<file path="config.mk">
export PLATFORM = sky130hd
export DESIGN_NAME = reset_sequencer
export DESIGN_NICKNAME = d
export VERILOG_FILES = /design/src/rtl/reset_sequencer.sv
export SDC_FILE = /design/constraint.sdc
export NUM_CORES = 1
export LEC_CHECK = 0
export BUFFER_PORTS_ARGS = -buffer_cell sky130_fd_sc_hd__buf_2
export CAP_MARGIN = 5
export CORE_MARGIN = 2
export CORE_UTILIZATION = 60
export DETAILED_ROUTE_END_ITERATION = 8
export PLACE_DENSITY = 0.78
export SKIP_LAST_GASP = 1
export SYNTH_ARGS = -nofsm -noshare
export SYNTH_HDL_FRONTEND = slang
export SYNTH_SLANG_ARGS = --single-unit
</file>
<file path="constraint.sdc">
create_clock -name i_clock -period 2.63 [get_ports i_clock]
set_input_delay 0.6575 -clock i_clock [delete_from_list [all_inputs] [get_ports i_clock]]
set_output_delay 0.6575 -clock i_clock [all_outputs]
set_load 0.01 [all_outputs]
</file>
<file path="src/rtl/reset_sequencer.sv">
// ============================================================================
// Module   : reset_sequencer
// Brief    : Debounced board reset / SDRAM bring-up sequencer.
// Revision : 1.0
// ============================================================================
`default_nettype none

module reset_sequencer #(
    parameter int DEBOUNCE_CYCLES = 4_000_000,
    parameter int PULSE_CYCLES    = 16,
    parameter int CAL_TIMEOUT     = 100_000_000
) (
    input  logic       i_clock,
    input  logic       i_reset_n,
    input  logic       i_key_n,
    input  logic       i_cal_done,
    input  logic       i_cal_fail,
    output logic       o_global_reset_n,
    output logic       o_soft_reset_n,
    output logic       o_reset,
    output logic [2:0] o_state,
    output logic [7:0] o_restart_count
);

    localparam int DB_W    = $clog2(DEBOUNCE_CYCLES) + 1;
    localparam int PULSE_W = $clog2(PULSE_CYCLES) + 1;
    localparam int CAL_W   = $clog2(CAL_TIMEOUT) + 1;

    localparam logic [DB_W-1:0]    c_DB_LAST    = DB_W'(DEBOUNCE_CYCLES - 1);
    localparam logic [PULSE_W-1:0] c_PULSE_LAST = PULSE_W'(PULSE_CYCLES - 1);
    localparam logic [CAL_W-1:0]   c_CAL_LAST   = CAL_W'(CAL_TIMEOUT - 1);

    // ST_BOOT only exists between reset release and the first edge, so the
    // reset-time outputs (both memory resets low) stay distinct from GLOBAL.
    typedef enum logic [2:0] {
        ST_GLOBAL   = 3'd0,
        ST_SOFT     = 3'd1,
        ST_WAIT_CAL = 3'd2,
        ST_RUN      = 3'd3,
        ST_FAIL     = 3'd4,
        ST_BOOT     = 3'd7
    } state_t;

    logic              r_key_meta;
    logic              r_key_sync;
    logic              r_key_level;
    logic [DB_W-1:0]   r_db_cnt;
    logic              r_press;

    state_t            r_state;
    state_t            w_next;
    logic [PULSE_W-1:0] r_pulse_cnt;
    logic [CAL_W-1:0]  r_cal_cnt;

    always_ff @(posedge i_clock or negedge i_reset_n) begin
        if (!i_reset_n) begin
            r_key_meta <= 1'b1;
            r_key_sync <= 1'b1;
        end else begin
            r_key_meta <= i_key_n;
            r_key_sync <= r_key_meta;
        end
    end

    // Press is registered, so it reaches the FSM one edge after acceptance.
    always_ff @(posedge i_clock or negedge i_reset_n) begin
        if (!i_reset_n) begin
            r_key_level <= 1'b1;
            r_db_cnt    <= '0;
            r_press     <= 1'b0;
        end else begin
            r_press <= 1'b0;
            if (r_key_sync == r_key_level) begin
                r_db_cnt <= '0;
            end else if (r_db_cnt == c_DB_LAST) begin
                r_key_level <= r_key_sync;
                r_db_cnt    <= '0;
                r_press     <= ~r_key_sync;
            end else begin
                r_db_cnt <= r_db_cnt + DB_W'(1);
            end
        end
    end

    always_comb begin
        w_next = r_state;
        case (r_state)
            ST_BOOT:     w_next = ST_GLOBAL;
            ST_GLOBAL:   if (r_pulse_cnt == c_PULSE_LAST) w_next = ST_SOFT;
            ST_SOFT:     if (r_pulse_cnt == c_PULSE_LAST) w_next = ST_WAIT_CAL;
            ST_WAIT_CAL: begin
                if (i_cal_fail || (r_cal_cnt == c_CAL_LAST)) begin
                    w_next = ST_FAIL;
                end else if (i_cal_done) begin
                    w_next = ST_RUN;
                end
            end
            ST_RUN, ST_FAIL: if (r_press) w_next = ST_GLOBAL;
            default:     w_next = ST_GLOBAL;
        endcase
    end

    always_ff @(posedge i_clock or negedge i_reset_n) begin
        if (!i_reset_n) begin
            r_state          <= ST_BOOT;
            r_pulse_cnt      <= '0;
            r_cal_cnt        <= '0;
            o_global_reset_n <= 1'b0;
            o_soft_reset_n   <= 1'b0;
            o_reset          <= 1'b1;
            o_state          <= 3'd0;
            o_restart_count  <= 8'd0;
        end else begin
            r_state <= w_next;
            o_state <= w_next;

            if (w_next != r_state) begin
                r_pulse_cnt <= '0;
            end else if ((r_state == ST_GLOBAL) || (r_state == ST_SOFT)) begin
                r_pulse_cnt <= r_pulse_cnt + PULSE_W'(1);
            end

            if ((r_state == ST_WAIT_CAL) && (w_next == ST_WAIT_CAL)) begin
                r_cal_cnt <= r_cal_cnt + CAL_W'(1);
            end else begin
                r_cal_cnt <= '0;
            end

            if (((r_state == ST_RUN) || (r_state == ST_FAIL)) && (w_next == ST_GLOBAL)) begin
                o_restart_count <= o_restart_count + 8'd1;
            end

            case (w_next)
                ST_GLOBAL: begin
                    o_global_reset_n <= 1'b0;
                    o_soft_reset_n   <= 1'b1;
                    o_reset          <= 1'b1;
                end
                ST_SOFT: begin
                    o_global_reset_n <= 1'b1;
                    o_soft_reset_n   <= 1'b0;
                    o_reset          <= 1'b1;
                end
                ST_RUN: begin
                    o_global_reset_n <= 1'b1;
                    o_soft_reset_n   <= 1'b1;
                    o_reset          <= 1'b0;
                end
                default: begin
                    o_global_reset_n <= 1'b1;
                    o_soft_reset_n   <= 1'b1;
                    o_reset          <= 1'b1;
                end
            endcase
        end
    end

endmodule

`default_nettype wire

</file>
==> results.yml, run 1 <==
die:
  die_w_um: 82.1
  dieArea_um2: 6750
  row_count: 28
  pin_count: 19
  dieHeight_um: 82.1
  design.core.area_um2: 5920
  start_util: 0.619
global_route:
  grt_use_total: 0.222
  antenna_found_initial: 0
  grt_max_degree: 49
  grt_pass1_vias: 2410
  grt_overflow: 0
  grt_pass1_wl_um: 11200
yosys:
  synth_common_cells: "70 x dfrtp_1, 63 x nor2_1, 35 x xor2_1"
  synth_edf_count: 0
  synth_seq_area_share: 0.528
  synth-xor-area-share: 0.136
  synth_top_family_by_area: "simple AND/OR/NAND/NOR gates"
  yosysWarnings: 0
  synthAdderAreaFrac: 0.0171
  synth_most_common_cell: "dfrtp_1"
  synth_ff_type: "dfrtp_1"
  synth_nets: 364
  synth_top_cell_by_area: "dfrtp_1"
  syn_area_um2: 3660
  yosysUniqueCellTypes: 40
  synth-compound-area-share: 0.0342
  synth.area.mux_share: 0.0116
  yosys.area_share.simple: 0.239
  async_flop_share: 1.00
  yosys-top-cells-area: "dfrtp_1 48%, xor2_1 8.4%, nor2_1 6.5%"
  synth_area_per_cell_um2: 10.3
  ys_ff_latch: 77
  syn_inst: 354
  synth_top_area_share: 0.478
drt:
  wl_per_cell_um: 14.7
  detail_route.vias_per_cell: 5.65
  drc: 0
  num_vias: 2559
  drt-initial-drc-count: 246
  dr.pass1.iters: 5
  routed_wl_um: 6640
  antenna_left: 0
sta:
  rsz0062_at_grt: "false"
  slew_headroom: 0.646
  min_period_ps: 2180
  tightestPinTransition_ps: 529
  slew_violations: 0
  finalSetupTns_ps: 0
  fmax_mhz: 459
  finClkSkew_ps: 7.52
  timing.final.crit_share: 0.828
  finalSetupViolCount: 0
  hold_viol: 0
clock_network:
  cts_made_buffers: 9
  htreeDepth: 3
  ctsHoldBuffers: 0
  root_buffer: "clkbuf_8"
  cts.sinks: 77
  cts_tree: "done"
  post_cts_buffers: 0
  clk_latency_ps: 350
  clockBufferDepth: 2
  cts-resized-gates: 0
  clkTransAtPathRegs_ps: 80
critical_path:
  cp.arrival_ps: 2420
  path_cells: "or3b_2 > a211oi_1 > and3_1 > nand3_1 > xnor2_1"
  critPathMaxStageDelay_ps: 680
  critPathRequiredTime_ps: 2870
  critPathMaxFanout: 15
  cp-startpoint: "r_state[2]"
  cp_num_buf_inv: 0
  end_kind: "register"
  path_class: "reg2reg"
  r2r-start: "r_state[2]"
  critPathTopFamily: "simple AND/OR/NAND/NOR gates"
  crit_slowest_cell: "dfstp_2"
  startpoint_type: "register"
cells_and_area:
  n_antenna_cell: 0
  fin_nets: 383
  syn_to_final_growth_pct: 9.19
  n_fill_cell: 446
  drive_gt1_frac: 0.135
  final_cells: 453
pwr:
  power.leakage_nw: 1.75
  powerDensity_nw_per_um2: 534
  vdd_drop_max_v: 0.000531
placement:
  gp_congestion: 0.808
  portBuffers: 18
  dp.cells: 437
  place_hpwl_um: 4380
status:
  status: "finished clean"
job:
  maxCapViolCount: 0
hold_path:
  min_path_type: "in2async"
==> cells in the final DEF, fill, tap and decap left out, types with 4 or more instances in the layout <==
cell	n
o21ai_0	7
nor4_1	7
dfrtp_1	70
inv_1	9
and3_1	12
clkbuf_8	11
nand2_1	18
ha_1	5
xnor2_1	22
buf_2	17
a21oi_1	6
dfstp_2	7
or3_1	4
and4_1	6
nor2_1	63
nand4_1	16
xor2_1	35
nand3_1	26
nor3_1	4
==> path summary, 6_finish.rpt <==
path                                 endpoint  slack (ps)  cells past startpoint
setup / recovery           o_restart_count[5]         450                      5
hold / removal                   r_db_cnt[19]         240                      1
setup reg to reg           o_restart_count[5]         450                      5
hold reg to reg                    r_key_sync         360                      0
max in group asynchronous          r_state[1]        1770                      2
min in group i_clock               r_key_sync         360                      0
==> cell families after synthesis <==
logic type               after synthesis
buffers and inverters                 22
AND/OR/NAND/NOR                      169
XOR/XNOR                              57
adder cells (fa/ha/maj)                5
AO/OA/AOI/OAI                         20
multiplexers                           4
flip-flops                            77
==> cell type report <==
| type | count | area (µm²) | share of cell area |
|---|---|---|---|
| clock buffer | 12 | 155 | 0.0388 |
| clock inverter | 4 | 47.5 | 0.0119 |
| inverter | 9 | 33.8 | 0.00845 |
| multi-input combinational | 255 | 1610 | 0.402 |
| sequential | 77 | 1940 | 0.484 |
| tap | 75 | 93.8 | 0.0235 |
| timing repair buffer | 21 | 128 | 0.0319 |
==> through the flow <==
step           setup WS, ps  power [mW]  utilization  hold WS [ps]  area [µm²]
2_1_floorplan           735        1.23            -           345        3660
3_3_place_gp            519        1.27        0.641           347        3800
3_5_place_dp            492        1.27        0.641           349        3800
4_1_cts                 460        2.16        0.676           236        4000
5_1_grt                 327        2.22        0.676           260        4000
6_report                452        2.14        0.676           236        4000
==> registers in the layout (all words and copies together), names as in the netlist <==
register / flops
o_global_reset_n: 1
o_reset: 1
o_restart_count: 8
o_soft_reset_n: 1
o_state: 3
r_cal_cnt: 28
r_db_cnt: 23
r_key_level: 1
r_key_meta: 1
r_key_sync: 1
r_press: 1
r_pulse_cnt: 5
r_state: 3
==> metal layers <==
layer,share of wire,routed length [µm],track usage
met5,0,0,0
met2,0.47,3140,0.333
met1,0.48,3160,0.316
met3,0.033,221,0.0424
met4,0.019,123,0.100
==> report_power, final <==
part / internal (mW) / switching, mW / total (mW)
sequential: 1.19 / 0.00544 / 1.20
combinational: 0.0123 / 0.0342 / 0.0465
clock: 0.487 / 0.408 / 0.895
total: 1.69 / 0.448 / 2.14
Note: power is estimated with default switching activity, not from simulation.
==> run 2: changes to the inputs <==
- CORE_UTILIZATION: 60 -> 55
- PLACE_DENSITY: 0.78 -> 0.76
- clock period: 2.63 -> 1.9 ns (I/O delays scaled with it)
==> run 2 against run 1 <==
Net effect:
- the flow now finishes with violations (setup timing)
- wire length rose by 22%
- global-route usage fell by 0.70 points
- worst hold slack got worse by 150 ps
- sequential cell count did not move
==> results.yml, run 2 (synthesis gave the netlist of run 1 again) <==
clock_network:
  ctsHoldBuffers: 0
  cts_made_buffers: 9
  clockBufferDepth: 2
  clkTransAtPathRegs_ps: 90
  htreeDepth: 3
  clk_latency_ps: 350
  cts_tree: "done"
  root_buffer: "clkbuf_8"
  cts.sinks: 77
cells_and_area:
  final_cells: 494
  multiInputGateArea_um2: 1880
  n_antenna_cell: 0
  n_fill_cell: 430
  drive_gt1_frac: 0.305
  largest_reg_flops: 28
  syn_to_final_growth_pct: 27.8
  regArea_um2: 1940
  reg_top3: "r_cal_cnt x28, r_db_cnt x23, o_restart_count x8"
  fin_nets: 422
  final_cell_mix: "70 x dfrtp_1, 43 x nor2_1, 36 x buf_4, 35 x xor2_1, 26 x nand3_1"
  final_common_cell: "dfrtp_1"
  regMostFlops: "r_cal_cnt"
global_route:
  grt_overflow: 0
  grt_pass1_wl_um: 12400
  grt_pass1_vias: 2791
  grt_max_degree: 38
  antenna_found_initial: 0
  grt_use_total: 0.215
pwr:
  internal_power_mw: 2.58
  vdd_drop_max_v: 0.000617
  powerDensity_nw_per_um2: 694
  seqPwrFrac: 0.510
  power.leakage_nw: 2.05
  p_sw_uw: 670
  power_frac_comb: 0.023
  swShare: 0.206
  pwr-share-clk: 0.468
  finalPower_mw: 3.25
sta:
  slew_headroom: 0.610
  rsz0062_at_grt: "true"
  worst_slack_ps: -35.6
  hold_viol: 0
  fmax_mhz: 517
  finalSetupViolCount: 19
  tightestPinTransition_ps: 584
  timing.final.crit_share: 1.02
  min_period_ps: 1940
  finClkSkew_ps: 10.5
  slew_violations: 0
drt:
  drt-initial-drc-count: 145
  detail_route.vias_per_cell: 5.65
  num_vias: 2793
  dr.pass1.iters: 4
  routed_wl_um: 8080
  drc: 0
  antenna_left: 0
  wl_per_cell_um: 16.4
critical_path:
  critPathMaxFanout: 7
  cp.arrival_ps: 2180
  critPathMaxStageDelay_ps: 550
  startpoint_type: "register"
  end_kind: "register"
  crit_slowest_cell: "or4_4"
  critPathRequiredTime_ps: 2140
  path_class: "reg2reg"
  path_cells: "or4_4 > nor4_4 > a41o_2 > or3_4 > clkbuf_16 > nor2_2"
die:
  dieHeight_um: 85.6
  design.core.area_um2: 6390
  start_util: 0.574
  dieArea_um2: 7330
  row_count: 29
  pin_count: 19
  die_w_um: 85.6
job:
  maxCapViolCount: 0
placement:
  place_hpwl_um: 4680
  dp.cells: 467
  gp_congestion: 0.827
  portBuffers: 18
hold_path:
  min_path_type: "in2async"
status:
  violations: "setup timing"
  status: "finished, violations left"
## run 2: cell count changes in the layout (fill, tap and decap cells not counted), sizes merged
| cell | before | now |
|---|---|---|
| buf | 21 | 58 |
| clkinv | 2 | 1 |
| bufinv | 1 | 3 |
| clkinvlp | 1 | 2 |
## run 2: routing by layer
layer | GRT usage | up-vias | wire [µm]
met5 | 0 | - | 0
met4 | 0.118 | 0 | 275
met3 | 0.0395 | 22 | 207
met2 | 0.337 | 55 | 4070
met1 | 0.285 | 1388 | 3530
li1 | - | 1328 | -
## run 2: final timing paths
path | startpoint | end | slack (ps) | depth (start not counted)
max | r_cal_cnt[19] | r_cal_cnt[5] | -40 | 6
min | i_reset_n | r_cal_cnt[10] | 80 | 1
max reg2reg | r_cal_cnt[19] | r_cal_cnt[5] | -40 | 6
min reg2reg | r_key_meta | r_key_sync | 360 | 0
max in group asynchronous | i_reset_n | r_key_sync | 1200 | 2
min in group i_clock | i_key_n | r_key_meta | 220 | 1
## run 2: critical path: cells and delay by family, from the launching register on
| family | cells | cell delay, ps |
|---|---|---|
| buf+inv | 1 | 200 |
| simple gates | 4 | 940 |
| compound gates | 1 | 290 |
| flops | 1 | 390 |
## run 2: repair_timing
item                                    4_1_cts  5_1_grt
endpoints found under the setup margin       60       63
pin swaps                                     8       27
cloned                                        0        3
buffers inserted                              1        7
gates resized for setup                       7       53
## run 2: layout make-up
type,count,area share
sequential,77,0.413
multi-input combinational,255,0.401
timing repair buffer,60,0.105
clock buffer,10,0.0294
clock inverter,6,0.0235
tap,77,0.0206
inverter,9,0.00722
## run 2: power groups by stage
stage | sequential (mW) | combinational (mW) | clock [mW]
after floorplan | 1.68 | 0.0209 | 0
after global placement | 1.69 | 0.0728 | 0
after detailed placement | 1.69 | 0.0739 | 0
after CTS | 1.65 | 0.0754 | 1.54
after global routing | 1.66 | 0.0856 | 1.60
final | 1.65 | 0.0737 | 1.52
## run 2: stage by stage
step	setup slack (ps)	cell area (µm²)	hold WS (ps)	utilization	setup TNS (ps)
after global routing	-105	4680	115	0.733	-1910
after CTS	-35.9	4330	96.3	0.678	-647
after floorplan	5.37	3660	179	-	0
after detailed placement	-112	4040	348	0.632	-2040
after global placement	-22.3	4040	347	0.632	-265
final	-35.6	4680	81.5	0.733	-332
